===== src/rtl/rf_write_arbiter.sv =====
// rtl/rf_write_arbiter.sv - merges pipeline writeback and queued long-latency results onto one register file write port
//
// Ports:
//   clk, resetn                       clock, synchronous active-low reset
//   pipe_we/pipe_waddr/pipe_wdata     pipeline writeback request (highest priority)
//   pipe_stall                        pipeline must hold its writeback this cycle
//   lng_valid/lng_ready/lng_waddr/lng_wdata
//                                     long-latency result handshake
//   rf_we/rf_waddr/rf_wdata           registered register file write port
//   qaddr1/qhit1/qdata1, qaddr2/qhit2/qdata2
//                                     forwarding lookups into in-flight values
module rf_write_arbiter #(
  parameter int DEPTH      = 2,
  parameter int STARVE_MAX = 4
) (
  input  logic        clk,
  input  logic        resetn,
  input  logic        pipe_we,
  input  logic [4:0]  pipe_waddr,
  input  logic [31:0] pipe_wdata,
  input  logic        lng_valid,
  output logic        lng_ready,
  input  logic [4:0]  lng_waddr,
  input  logic [31:0] lng_wdata,
  output logic        rf_we,
  output logic [4:0]  rf_waddr,
  output logic [31:0] rf_wdata,
  output logic        pipe_stall,
  input  logic [4:0]  qaddr1,
  input  logic [4:0]  qaddr2,
  output logic        qhit1,
  output logic        qhit2,
  output logic [31:0] qdata1,
  output logic [31:0] qdata2
);

  localparam int PW = (DEPTH > 1) ? $clog2(DEPTH) : 1;
  localparam int SW = $clog2(STARVE_MAX + 1);

  logic [4:0]       q_addr [DEPTH];
  logic [31:0]      q_data [DEPTH];
  logic [DEPTH-1:0] q_vld;
  logic [PW-1:0]    rd_ptr, wr_ptr;
  logic [PW:0]      count;
  logic [SW-1:0]    starve_cnt;

  logic pipe_eff, lng_acc, lng_keep;
  logic head_vld, head_dead, any_vld;
  logic head_win, byp, enq, pop;

  assign pipe_stall = resetn && (starve_cnt == SW'(STARVE_MAX));
  assign lng_ready  = resetn && (count < (PW+1)'(DEPTH));

  assign pipe_eff  = pipe_we && (pipe_waddr != 5'd0) && !pipe_stall;
  assign lng_acc   = lng_valid && lng_ready;
  // Writes to r0 are dropped; a concurrent pipeline write to the same
  // register is younger, so the long result is dead on arrival.
  assign lng_keep  = lng_acc && (lng_waddr != 5'd0) &&
                     !(pipe_eff && (pipe_waddr == lng_waddr));
  assign head_vld  = (count != '0) && q_vld[rd_ptr];
  assign head_dead = (count != '0) && !q_vld[rd_ptr];
  assign any_vld   = |q_vld;

  assign head_win = !pipe_eff && head_vld;
  // Bypass only when no valid older entry could be overtaken.
  assign byp      = !pipe_eff && !head_vld && lng_keep && !any_vld;
  assign enq      = lng_keep && !byp;
  // Squashed heads retire without using the write port.
  assign pop      = head_win || head_dead;

  always_ff @(posedge clk) begin
    if (!resetn) begin
      rf_we      <= 1'b0;
      rf_waddr   <= 5'd0;
      rf_wdata   <= 32'd0;
      q_vld      <= '0;
      rd_ptr     <= '0;
      wr_ptr     <= '0;
      count      <= '0;
      starve_cnt <= '0;
    end else begin
      rf_we <= pipe_eff || head_win || byp;
      if (pipe_eff) begin
        rf_waddr <= pipe_waddr;
        rf_wdata <= pipe_wdata;
      end else if (head_win) begin
        rf_waddr <= q_addr[rd_ptr];
        rf_wdata <= q_data[rd_ptr];
      end else if (byp) begin
        rf_waddr <= lng_waddr;
        rf_wdata <= lng_wdata;
      end

      for (int i = 0; i < DEPTH; i++) begin
        if (pipe_eff && (q_addr[i] == pipe_waddr)) q_vld[i] <= 1'b0;
      end
      if (pop) begin
        q_vld[rd_ptr] <= 1'b0;
        rd_ptr        <= rd_ptr + 1'b1;
      end
      // Enqueue slot never aliases the popped slot: that would need the
      // FIFO to be both full (no accept) and non-empty-empty at once.
      if (enq) begin
        q_vld[wr_ptr]  <= 1'b1;
        q_addr[wr_ptr] <= lng_waddr;
        q_data[wr_ptr] <= lng_wdata;
        wr_ptr         <= wr_ptr + 1'b1;
      end
      case ({enq, pop})
        2'b10:   count <= count + 1'b1;
        2'b01:   count <= count - 1'b1;
        default: count <= count;
      endcase

      if (head_win || !head_vld) starve_cnt <= '0;
      else if (pipe_eff)         starve_cnt <= starve_cnt + 1'b1;
    end
  end

  // Walk oldest to newest so the newest matching entry wins; the rf_*
  // register is the oldest in-flight value.
  logic [PW-1:0] age_idx;
  always_comb begin
    age_idx = '0;
    qhit1   = resetn && rf_we && (rf_waddr == qaddr1);
    qhit2   = resetn && rf_we && (rf_waddr == qaddr2);
    qdata1  = rf_wdata;
    qdata2  = rf_wdata;
    for (int i = 0; i < DEPTH; i++) begin
      age_idx = rd_ptr + PW'(i);
      if (resetn && q_vld[age_idx] && (q_addr[age_idx] == qaddr1)) begin
        qhit1  = 1'b1;
        qdata1 = q_data[age_idx];
      end
      if (resetn && q_vld[age_idx] && (q_addr[age_idx] == qaddr2)) begin
        qhit2  = 1'b1;
        qdata2 = q_data[age_idx];
      end
    end
    if (qaddr1 == 5'd0) qhit1 = 1'b0;
    if (qaddr2 == 5'd0) qhit2 = 1'b0;
    if (!qhit1) qdata1 = 32'd0;
    if (!qhit2) qdata2 = 32'd0;
  end

endmodule


===== config.mk =====
export PLATFORM = sky130hd
export DESIGN_NAME = rf_write_arbiter
export DESIGN_NICKNAME = d
export VERILOG_FILES = /design/src/rtl/rf_write_arbiter.sv
export SDC_FILE = /design/constraint.sdc
export NUM_CORES = 1
export LEC_CHECK = 0
export ABC_CLOCK_PERIOD_IN_PS = 10200
export CORE_MARGIN = 8
export CORE_UTILIZATION = 35
export CTS_CLUSTER_DIAMETER = 30
export DETAILED_ROUTE_END_ITERATION = 10
export GPL_TIMING_DRIVEN = 0
export PLACE_DENSITY_LB_ADDON = 0.15
export RECOVER_POWER = 50
export SLEW_MARGIN = 5
export SYNTH_ARGS = -nofsm -noshare
export SYNTH_HDL_FRONTEND = slang
export SYNTH_SLANG_ARGS = --single-unit
export TNS_END_PERCENT = 10

===== constraint.sdc =====
create_clock -name clk -period 10.2 [get_ports clk]
set_input_delay 2.55 -clock clk [delete_from_list [all_inputs] [get_ports clk]]
set_output_delay 2.55 -clock clk [all_outputs]
set_load 0.02 [all_outputs]

==> results by group, run 1 <==
Status
  – Outcome: finished clean

Drt
  – Avg WL per Cell: roughly 23 um
  – Drt total wl: ~31,000 um
  – Number of remaining DRC errors: 0
  – Drt initial violations: 685
  – Final ANT Viol Nets: 0
  – Drt pass-1 iters: 5
  – Routed vias/inst: approximately 5.7
  – Via Count: about 7,700

GRT
  – GR Util All Layers: 0.222
  – First-pass GRT wire length: between 40,000 and 50,000 um
  – GR Overflow Total: 0
  – Largest net degree at the start of global routing: 23
  – Vias in the first global route: 8,007
  – Initial antenna violation count: 1

Setup path
  – Crit-path max FO: 10
  – Critical path endpoint category: output pin
  – Critical-path cell list: dlygate4sd3_1 -> clkbuf_1 -> nand2_1 -> nor3_1 -> buf_2 -> clkbuf_1 -> nand2_1 -> a21oi_1 -> clkdlybuf4s50_1
  – Startpoint types: input port
  – Cell family with most CP delay: buffers and inverters
  – CP Buf/Inv Count: 5
  – Crit path DAT: between 6 and 7 ns
  – CP Launch Point: resetn
  – Slowest library cell on the worst path: clkdlybuf4s50_1
  – WS Path Type: in -> out
  – Worst flop-to-flop path startpoint: starve_cnt[0]
  – WP data required: around 7.7 ns
  – Reg2reg path depth: 10
  – RR Endpoint: count[1]
  – CP peak stage delay: approximately 0.67 ns
  – R2r setup slk: between 7 and 8 ns

Layout
  – Layout cell share with drive strength beyond 1: 0.121
  – P&R area growth vs syn: 36.3%
  – Nets: about 1,100

Clock tree
  – Clock root buffer: clkbuf_16
  – CTS tree: done
  – Worst-skew pair later-pin latency: around 0.42 ns
  – Resize count post-CTS: 0
  – Num CTS Buffers: 17
  – H-tree depth: 4
  – Clock slew seen by the registers of the worst setup and hold paths: about 0.060 ns
  – Postcts setup bufs: 0
  – Post-CTS Hold Fix Bufs: 0
  – CTS Sinks: approximately 120
  – Clock Path Buffers: 2

Synthesis
  – Yosys top cell area share: 0.281
  – Synthesized area per cell: approximately 9.4 um^2
  – Most frequent cell after synthesis: a21oi_1
  – Seq/Total Area, Yosys: 0.402
  – Number of synthesized flops with an enable pin: between 70 and 80
  – Leading area contributor after synthesis: edfxtp_1
  – Post-synth ARST share: 0
  – Post-synth cell types: 40
  – Post-synthesis cell count: ~840
  – Post-synth net total: ~940
  – Area contributors post-synth: edfxtp_1 28%, dfxtp_1 12%, a21oi_1 11%, a211o_1 7.2%, a211oi_2 5.9%
  – Synthesis Warnings: 0
  – Main flop type after synthesis: edfxtp_1
  – Synth top cells by count: 166 x a21oi_1, 89 x nor2_1, 74 x edfxtp_1
  – Post-Syn Area: 7910 um^2
  – Number of synthesized register bits: around 120

Hold path
  – Path type of the worst min-delay path: reg -> reg
  – Worst Hold Depth: 1
  – Min-Delay Startpoint: starve_cnt[0]
  – Worst Hold Path EP: starve_cnt[0]

Place
  – Port bufs: around 190
  – Routability cong.: ~0.84
  – Dpl hpwl: ~22,000 um

Die
  – Die width: approximately 170 um
  – Chip height: ~170 um
  – Core area: approximately 22,000 um^2
  – Die area: around 28,000 um^2
  – Initial core utilization: 0.353
  – I/O Pins: between 150 and 200
  – Cell Rows: 55

STA
  – Post-route clock skew: approximately 0.0085 ns
  – Max transition margin: 0.342
  – Fmax: 115 MHz
  – Slew @ Worst Pin: 0.987 ns
  – WHS: between 0.4 and 0.5 ns
  – Hold Vio Cnt, Final: 0
  – Final setup viols: 0
  – Slew Limit Fails: 0
  – Crit share post-route: 0.856
  – Unrepaired setup endpoints after global routing: no
  – Fin Setup TNS: 0 ns
  – Tmin final: 8.73 ns

Flow run
  – Max-cap violations: 0

Pwr
  – Pwr dens: around 180 nW/um^2
  – VDD IR max: 0.115 mV
  – Leakage: about 3.6 nW
  – Power Total: 1.94 mW
-- per-stage QoR --
step,instance area (um^2),instances,worst slack [ns],util
2_1_floorplan,7910,844,3.54,-
5_1_grt,10800,1356,1.38,0.481
4_1_cts,10900,1355,1.68,0.484
3_5_place_dp,10200,1323,1.68,0.457
6_report,10800,1356,1.47,0.481
3_3_place_gp,10200,1321,1.74,0.454
-- layout by cell type (no fill, tap or decap), drive strengths merged, types with 2 or more instances in the layout --
cell,synthesis,routed
a31oi,2,2
or4,2,2
ha,3,3
or3,2,2
mux2i,42,42
buf,41,37
a21oi,166,166
and2,3,3
bufinv,0,4
nor3,9,9
a211oi,74,74
clkdlybuf4s50,0,116
mux2,34,34
nand3,3,3
a211o,65,65
clkbuf,39,64
dlygate4sd3,0,76
dfxtp,48,48
clkinvlp,0,3
edfxtp,74,74
o31ai,2,2
clkinv,1,7
nand4,6,6
inv,9,9
xor2,23,23
nor2,89,89
nand2,68,68
xnor2,27,27
nor4,4,4
-- worst register-to-register path: stages, from the launching register on --
cell,delay (ns)
dfxtp_1,0.35
inv_1,0.05
ha_1,0.18
nand3_1,0.18
o211a_1,0.18
clkbuf_1,0.39
clkbuf_1,0.58
a21oi_1,0.25
ha_1,0.37
or3_1,0.35
a21oi_1,0.14
-- flip-flops by register name (all words and copies together) (netlist names), named ones only --
register and count:
q_data 64, rf_wdata 32, q_addr 10, rf_waddr 5
starve_cnt 3, count 2, q_vld 2, rd_ptr 1
rf_we 1, wr_ptr 1
-- report_power, final --
part,internal [mW],switching (mW)
registers,0.581,0.0505
clock network,0.413,0.235
logic,0.274,0.386
-- per-layer routing --
layer / vias to the layer above / GRT usage / share of wire
li1: 3561 / - / -
met1: 3715 / 0.283 / 0.44
met2: 363 / 0.359 / 0.46
met3: 49 / 0.0587 / 0.079
met4: 0 / 0.0756 / 0.022
met5: - / 0 / 0
-- layout make-up --
| type | count | area, um^2 |
|---|---|---|
| Sequential cell | 122 | 3180 |
| Fill cell | 2153 | 11700 |
| Buffer | 80 | 353 |
| Multi-Input combinational cell | 632 | 4260 |
| Antenna cell | 1 | 2.50 |
| Timing Repair Buffer | 194 | 1970 |
| Clock inverter | 13 | 175 |
| Clock buffer | 19 | 443 |
| Inverter | 10 | 37.5 |
| Tap cell | 285 | 357 |
-- how the worst max path moves through the flow --
stage                 endpoint  slack [ns]  cells past startpoint
global placement    qdata2[31]        1.74                      9
global route         qdata2[1]        1.38                      9
detailed placement   qdata2[0]        1.68                      9
CTS                  qdata2[0]        1.68                      9
floorplan            qdata2[0]        3.54                      7
finish               qdata2[1]        1.47                      9
-- cells by family after synthesis --
family,Yosys count,share of synthesized area
DFF,122,0.402
AOI/OAI and AO/OA,316,0.282
and+or+nand+nor,187,0.101
xor gates and xnor gates,50,0.0554
adders and majority gates,3,0.00475
muxes,76,0.102
buffers and inverters,90,0.0525
(Power assumes the default switching activity.)
==> inputs of run 2 (changes only) <==
CORE_UTILIZATION = 25   (was 35)
==> results by group, run 2 (synthesis gave the netlist of run 1 again) <==
Clock tree
  – Postcts setup bufs: 0 (unchanged)
  – Worst-skew pair later-pin latency: 0.43 ns (about the same)
  – Clock root buffer: clkbuf_16
  – Clock slew seen by the registers of the worst setup and hold paths: 0.06 ns (about the same)
  – Num CTS Buffers: 17 (unchanged)
  – Resize count post-CTS: 0 (unchanged)
  – Clock Path Buffers: 2 (unchanged)
  – CTS tree: done
  – CTS Sinks: 122 (unchanged)
  – H-tree depth: 4 (unchanged)
  – Post-CTS Hold Fix Bufs: 0 (unchanged)

Setup path
  – Crit path DAT: 6.19 ns (about the same)
  – WP data required: 7.65 ns (about the same)
  – Startpoint types: input port
  – WS Path Type: in -> out
  – Critical path endpoint category: output pin
  – Crit-path max FO: 10 (unchanged)

Die
  – Die area: 37,600 um^2 (+36%)
  – Die width: 194 um (+17%)
  – Initial core utilization: 0.252 (-0.101)
  – Core area: 31,400 um^2 (+40%)
  – I/O Pins: 194 (unchanged)
  – Chip height: 194 um (+17%)
  – Cell Rows: 65 (+18%)

Drt
  – Avg WL per Cell: 23.6 um (+1.6%)
  – Number of remaining DRC errors: 0 (unchanged)
  – Final ANT Viol Nets: 0 (unchanged)
  – Routed vias/inst: 5.16 (-9.0%)
  – Drt pass-1 iters: 5 (unchanged)
  – Drt total wl: 34,700 um (+10%)
  – Via Count: 7,598 (-1.2%)
  – Drt initial violations: 622 (-9.2%)

Flow run
  – Max-cap violations: 0 (unchanged)

Status
  – Outcome: finished clean

STA
  – Hold Vio Cnt, Final: 0 (unchanged)
  – Fmax: 114 MHz (about the same)
  – Unrepaired setup endpoints after global routing: no
  – Slew Limit Fails: 0 (unchanged)
  – Max transition margin: 0.173 (-0.169)
  – Post-route clock skew: 0.0219 ns (+0.0134 ns)
  – Slew @ Worst Pin: 1.24 ns (+0.254 ns)
  – Fin Setup TNS: 0 ns (unchanged)
  – Final setup viols: 0 (unchanged)
  – Tmin final: 8.74 ns (+0.00655 ns)
  – Crit share post-route: 0.856 (about the same)

Hold path
  – Path type of the worst min-delay path: reg -> reg

Layout
  – N_diodes: 0 (-1)
  – Most common cell after layout, fill and taps aside: a21oi_1
  – Fin cells: 1,473 (+8.6%)
  – Nets: 1,149 (+0.087%)
  – Register area: 3180 um^2 (unchanged)
  – Fillers: 3,261 (+51%)
  – Largest Register: q_data
  – Max FFs per register: 64 (unchanged)
  – Area of the multi-input gates: 4290 um^2 (+0.65%)
  – Layout cell share with drive strength beyond 1: 0.126 (+0.00456)
  – Top flop regs: q_data: 64 flops, rf_wdata: 32 flops, q_addr: 10 flops
  – Most frequent cells in the layout: 166 x a21oi_1, 116 x clkdlybuf4s50_1, 88 x nor2_1, 76 x dlygate4sd3_1, 74 x edfxtp_1
  – P&R area growth vs syn: 38.0%

GRT
  – GR Util All Layers: 0.179 (-0.0431)
  – Vias in the first global route: 7,780 (-2.8%)
  – First-pass GRT wire length: 50,800 um (+6.6%)
  – Initial antenna violation count: 0 (-1)
  – GR Overflow Total: 0 (unchanged)
  – Largest net degree at the start of global routing: 20 (-13%)

Place
  – Dpl hpwl: 25,100 um (+14%)
  – Placed instance count: 1,441 (+8.9%)
  – Port bufs: 192 (unchanged)
  – Routability cong.: 0.823 (-1.7%)

Pwr
  – Leakage: 3.60 nW (-0.50%)
  – Pwr dens: 177 nW/um^2 (-1.4%)
  – VDD IR max: 0.105 mV (-8.3%)
==> run 2: cell count changes in the layout (fill, tap and decap cells not counted), sizes merged <==
cell / delta
clkbuf: +1
buf: -1
clkinvlp: +1
diode: -1
bufinv: -1
clkinv: -1
inv: +2
==> run 2: metal layers <==
metal / vias to the layer above / share of wire / GRT usage
li1: 3560 / - / -
met2: 316 / 0.47 / 0.296
met1: 3693 / 0.45 / 0.234
met3: 29 / 0.068 / 0.0396
met4: 0 / 0.012 / 0.0416
met5: - / 0 / 0
==> run 2: final cells by class <==
class / instances / share of cell area
buffer: 80 / 0.0323
clock buffer: 18 / 0.0393
clock inverter: 14 / 0.0158
inverter: 10 / 0.00344
multi-input combinational: 632 / 0.393
sequential: 122 / 0.292
tap: 402 / 0.0461
timing repair buffer: 195 / 0.179
==> run 2: metrics by stage <==
step	total power, mW	setup slack (ns)	util	area [um^2]	hold slack, ns
2_1_floorplan	1.08	3.54	-	7910	0.417
3_3_place_gp	1.33	1.54	0.329	10300	0.439
3_5_place_dp	1.34	1.54	0.332	10400	0.439
4_1_cts	1.98	1.54	0.351	11000	0.454
5_1_grt	2.03	1.27	0.348	10900	0.471
6_report	1.93	1.46	0.348	10900	0.448
==> run 2: path summary, 6_finish.rpt <==
check | startpoint | to | slack, ns | cells past startpoint
worst max-delay path | resetn | qdata2[1] | 1.46 | 9
worst min-delay path | starve_cnt[0] | starve_cnt[0] | 0.45 | 1
worst max register to register | starve_cnt[0] | q_data[1][15] | 5.40 | 10
worst min register to register | starve_cnt[0] | starve_cnt[0] | 0.45 | 1
==> run 2: critical path, cell delays in order <==
cell	delay [ns]
dlygate4sd3_1	0.58
clkbuf_1	0.45
nand2_1	0.17
nor3_1	0.38
buf_2	0.34
clkbuf_1	0.59
nand2_1	0.12
a21oi_1	0.33
clkdlybuf4s50_1	0.67
==> run 2: report_power, final <==
group | total, mW | switching, mW | leakage [nW] | internal (mW)
Clock | 0.634 | 0.248 | 0.281 | 0.386
Sequential | 0.634 | 0.0528 | 1.07 | 0.581
Combinational | 0.668 | 0.393 | 2.25 | 0.275
==> inputs of run 3 (changes only) <==
SLEW_MARGIN = 0   (was 5)
==> results by group, run 3 (synthesis gave the netlist of run 1 again) <==
Status
  – Outcome: finished clean

Pwr
  – P_int: 1.27 mW (+2.0%)
  – Comb pwr share: 0.341 (-0.004)
  – Reg power frac: 0.323 (-0.004)
  – Pwr dens: 179 nW/um^2 (+1.0%)
  – Leakage: 3.62 nW (+0.55%)
  – Clock network power share: 0.336 (+0.009)
  – Switching power total: 0.694 mW (about the same)
  – Switching part of the total: 0.354 (-0.00446)
  – VDD IR max: 0.0989 mV (-6.2%)

Layout
  – Nets: 1,148 (-0.087%)
  – Max FFs per register: 64 (unchanged)
  – Area of the multi-input gates: 4280 um^2 (-0.29%)
  – Fin cells: 1,472 (-0.068%)
  – Finished Core Util: 0.349 (+0.000957)
  – Top flop regs: q_data: 64 flops, rf_wdata: 32 flops, q_addr: 10 flops
  – N_diodes: 0 (unchanged)
  – P&R area growth vs syn: 38.4%
  – Fillers: 3,285 (+0.74%)
  – Largest Register: q_data
  – Most common cell after layout, fill and taps aside: a21oi_1
  – Layout cell share with drive strength beyond 1: 0.124 (-0.00175)
  – Most frequent cells in the layout: 166 x a21oi_1, 116 x clkdlybuf4s50_1, 87 x nor2_1, 76 x dlygate4sd3_1, 74 x edfxtp_1
  – Register area: 3180 um^2 (unchanged)

Place
  – Placed instance count: 1,440 (-0.069%)
  – Dpl hpwl: 25,200 um (+0.23%)
  – Routability cong.: 0.823 (unchanged)
  – Port bufs: 192 (unchanged)

GRT
  – GR Overflow Total: 0 (unchanged)
  – Most Crowded Layer GR: met2
  – Largest net degree at the start of global routing: 24 (+20%)
  – First-pass GRT wire length: 51,000 um (+0.44%)
  – M2 GR Usage: 0.295 (-0.00171)
  – Initial antenna violation count: 1 (+1)
  – Routing usage on met3: 0.0399 (+0.000347)
  – GR Util All Layers: 0.179 (about the same)
  – Vias in the first global route: 7,939 (+2.0%)
  – Met1 Track Usage GR: 0.233 (-0.00176)

STA
  – Slew Limit Fails: 0 (unchanged)
  – Hold Vio Cnt, Final: 0 (unchanged)
  – Final setup viols: 0 (unchanged)
  – Crit share post-route: 0.855 (-0.00164)
  – Max transition margin: 0.364 (+0.191)
  – Fin Setup TNS: 0 ns (unchanged)
  – Slew @ Worst Pin: 0.954 ns (-0.287 ns)
  – Unrepaired setup endpoints after global routing: no
  – WHS: 0.449 ns (+0.000867 ns)
  – Post-route clock skew: 0.0115 ns (-0.0105 ns)
  – Tmin final: 8.72 ns (-0.0167 ns)
  – Fmax: 115 MHz (+0.19%)

Clock tree
  – Resize count post-CTS: 0 (unchanged)
  – CTS tree: done
  – H-tree depth: 4 (unchanged)
  – Post-CTS Hold Fix Bufs: 0 (unchanged)
  – Worst-skew pair later-pin latency: 0.42 ns (about the same)
  – Clock Path Buffers: 2 (unchanged)
  – CTS Sinks: 122 (unchanged)
  – Clock root buffer: clkbuf_16
  – Num CTS Buffers: 17 (unchanged)
  – Clock slew seen by the registers of the worst setup and hold paths: 0.06 ns (about the same)
  – Postcts setup bufs: 0 (unchanged)

Setup path
  – Crit path DAT: 6.17 ns (-0.02 ns)
  – WS Path Type: in -> out
  – WP data required: 7.65 ns (about the same)
  – Crit-path max FO: 10 (unchanged)
  – Worst flop-to-flop path startpoint: starve_cnt[0]
  – Critical path endpoint category: output pin
  – R2r setup slk: 7.06 ns (+1.66 ns)
  – CP Launch Point: resetn
  – Startpoint types: input port

Hold path
  – Path type of the worst min-delay path: reg -> reg
  – Min-Delay Startpoint: starve_cnt[0]

Drt
  – Drt total wl: 34,700 um (-0.15%)
  – Via Count: 7,631 (+0.43%)
  – Final ANT Viol Nets: 0 (unchanged)
  – Drt pass-1 iters: 5 (unchanged)
  – Avg WL per Cell: 23.5 um (about the same)
  – Drt initial violations: 622 (unchanged)
  – Routed vias/inst: 5.18 (+0.50%)
  – Number of remaining DRC errors: 0 (unchanged)

Die
  – Initial core utilization: 0.252 (unchanged)
  – I/O Pins: 194 (unchanged)
  – Die width: 194 um (unchanged)
  – Chip height: 194 um (unchanged)
  – Core area: 31,400 um^2 (unchanged)
  – Cell Rows: 65 (unchanged)
  – Die area: 37,600 um^2 (unchanged)

Flow run
  – Max-cap violations: 0 (unchanged)
## run 3: changes by cell type in the layout (fill, tap and decap cells not counted)
cell        change
clkinv_4        -1
buf_16          +1
clkinvlp_4      -1
inv_6           +1
bufinv_16       +1
nor2_4          +1
clkbuf_1        -2
a211oi_1        +4
nor2_1          -1
a211oi_2        -4
## run 3: per-layer routing
metal | vias up | routed length (um) | part of all wire
li1 | 3562 | - | -
met1 | 3730 | 15800 | 0.46
met2 | 303 | 16200 | 0.47
met3 | 36 | 2160 | 0.062
met4 | 0 | 546 | 0.016
met5 | - | 0 | 0
## run 3: power groups by stage
stage | registers [mW] | clock network, mW | logic (mW)
detailed placement | 0.644 | 0 | 0.694
CTS | 0.634 | 0.672 | 0.698
global route | 0.640 | 0.689 | 0.723
floorplan | 0.661 | 0 | 0.414
finish | 0.633 | 0.659 | 0.668
global placement | 0.646 | 0 | 0.685
## run 3: layout make-up
cell class | count | area share
Multi-Input combinational cell | 632 | 0.391
Sequential cell | 122 | 0.291
Clock inverter | 14 | 0.0178
Buffer | 80 | 0.0322
Clock buffer | 18 | 0.0392
Inverter | 10 | 0.00343
Tap cell | 402 | 0.0460
Timing Repair Buffer | 194 | 0.180
## run 3: metrics by stage
stage / power (mW) / area (um^2) / worst slack (ns)
floorplan: 1.08 / 7910 / 3.54
global placement: 1.33 / 10300 / 1.54
detailed placement: 1.34 / 10400 / 1.56
CTS: 2.00 / 11000 / 1.56
global route: 2.05 / 10900 / 1.32
finish: 1.96 / 10900 / 1.48
## run 3: worst max-delay path, cell delays in order
cell and delay (ns):
dlygate4sd3_1 0.60, clkbuf_1 0.43, nand2_1 0.16, nor3_1 0.38, buf_2 0.32, clkbuf_1 0.57, nand2_1 0.11, a21oi_1 0.35
clkdlybuf4s50_1 0.69
## run 3: worst paths after layout
kind	end	cells after the start
setup / recovery	qdata2[0]	9
hold / removal	starve_cnt[0]	1
setup reg to reg	q_data[1][15]	9
hold reg to reg	starve_cnt[0]	1
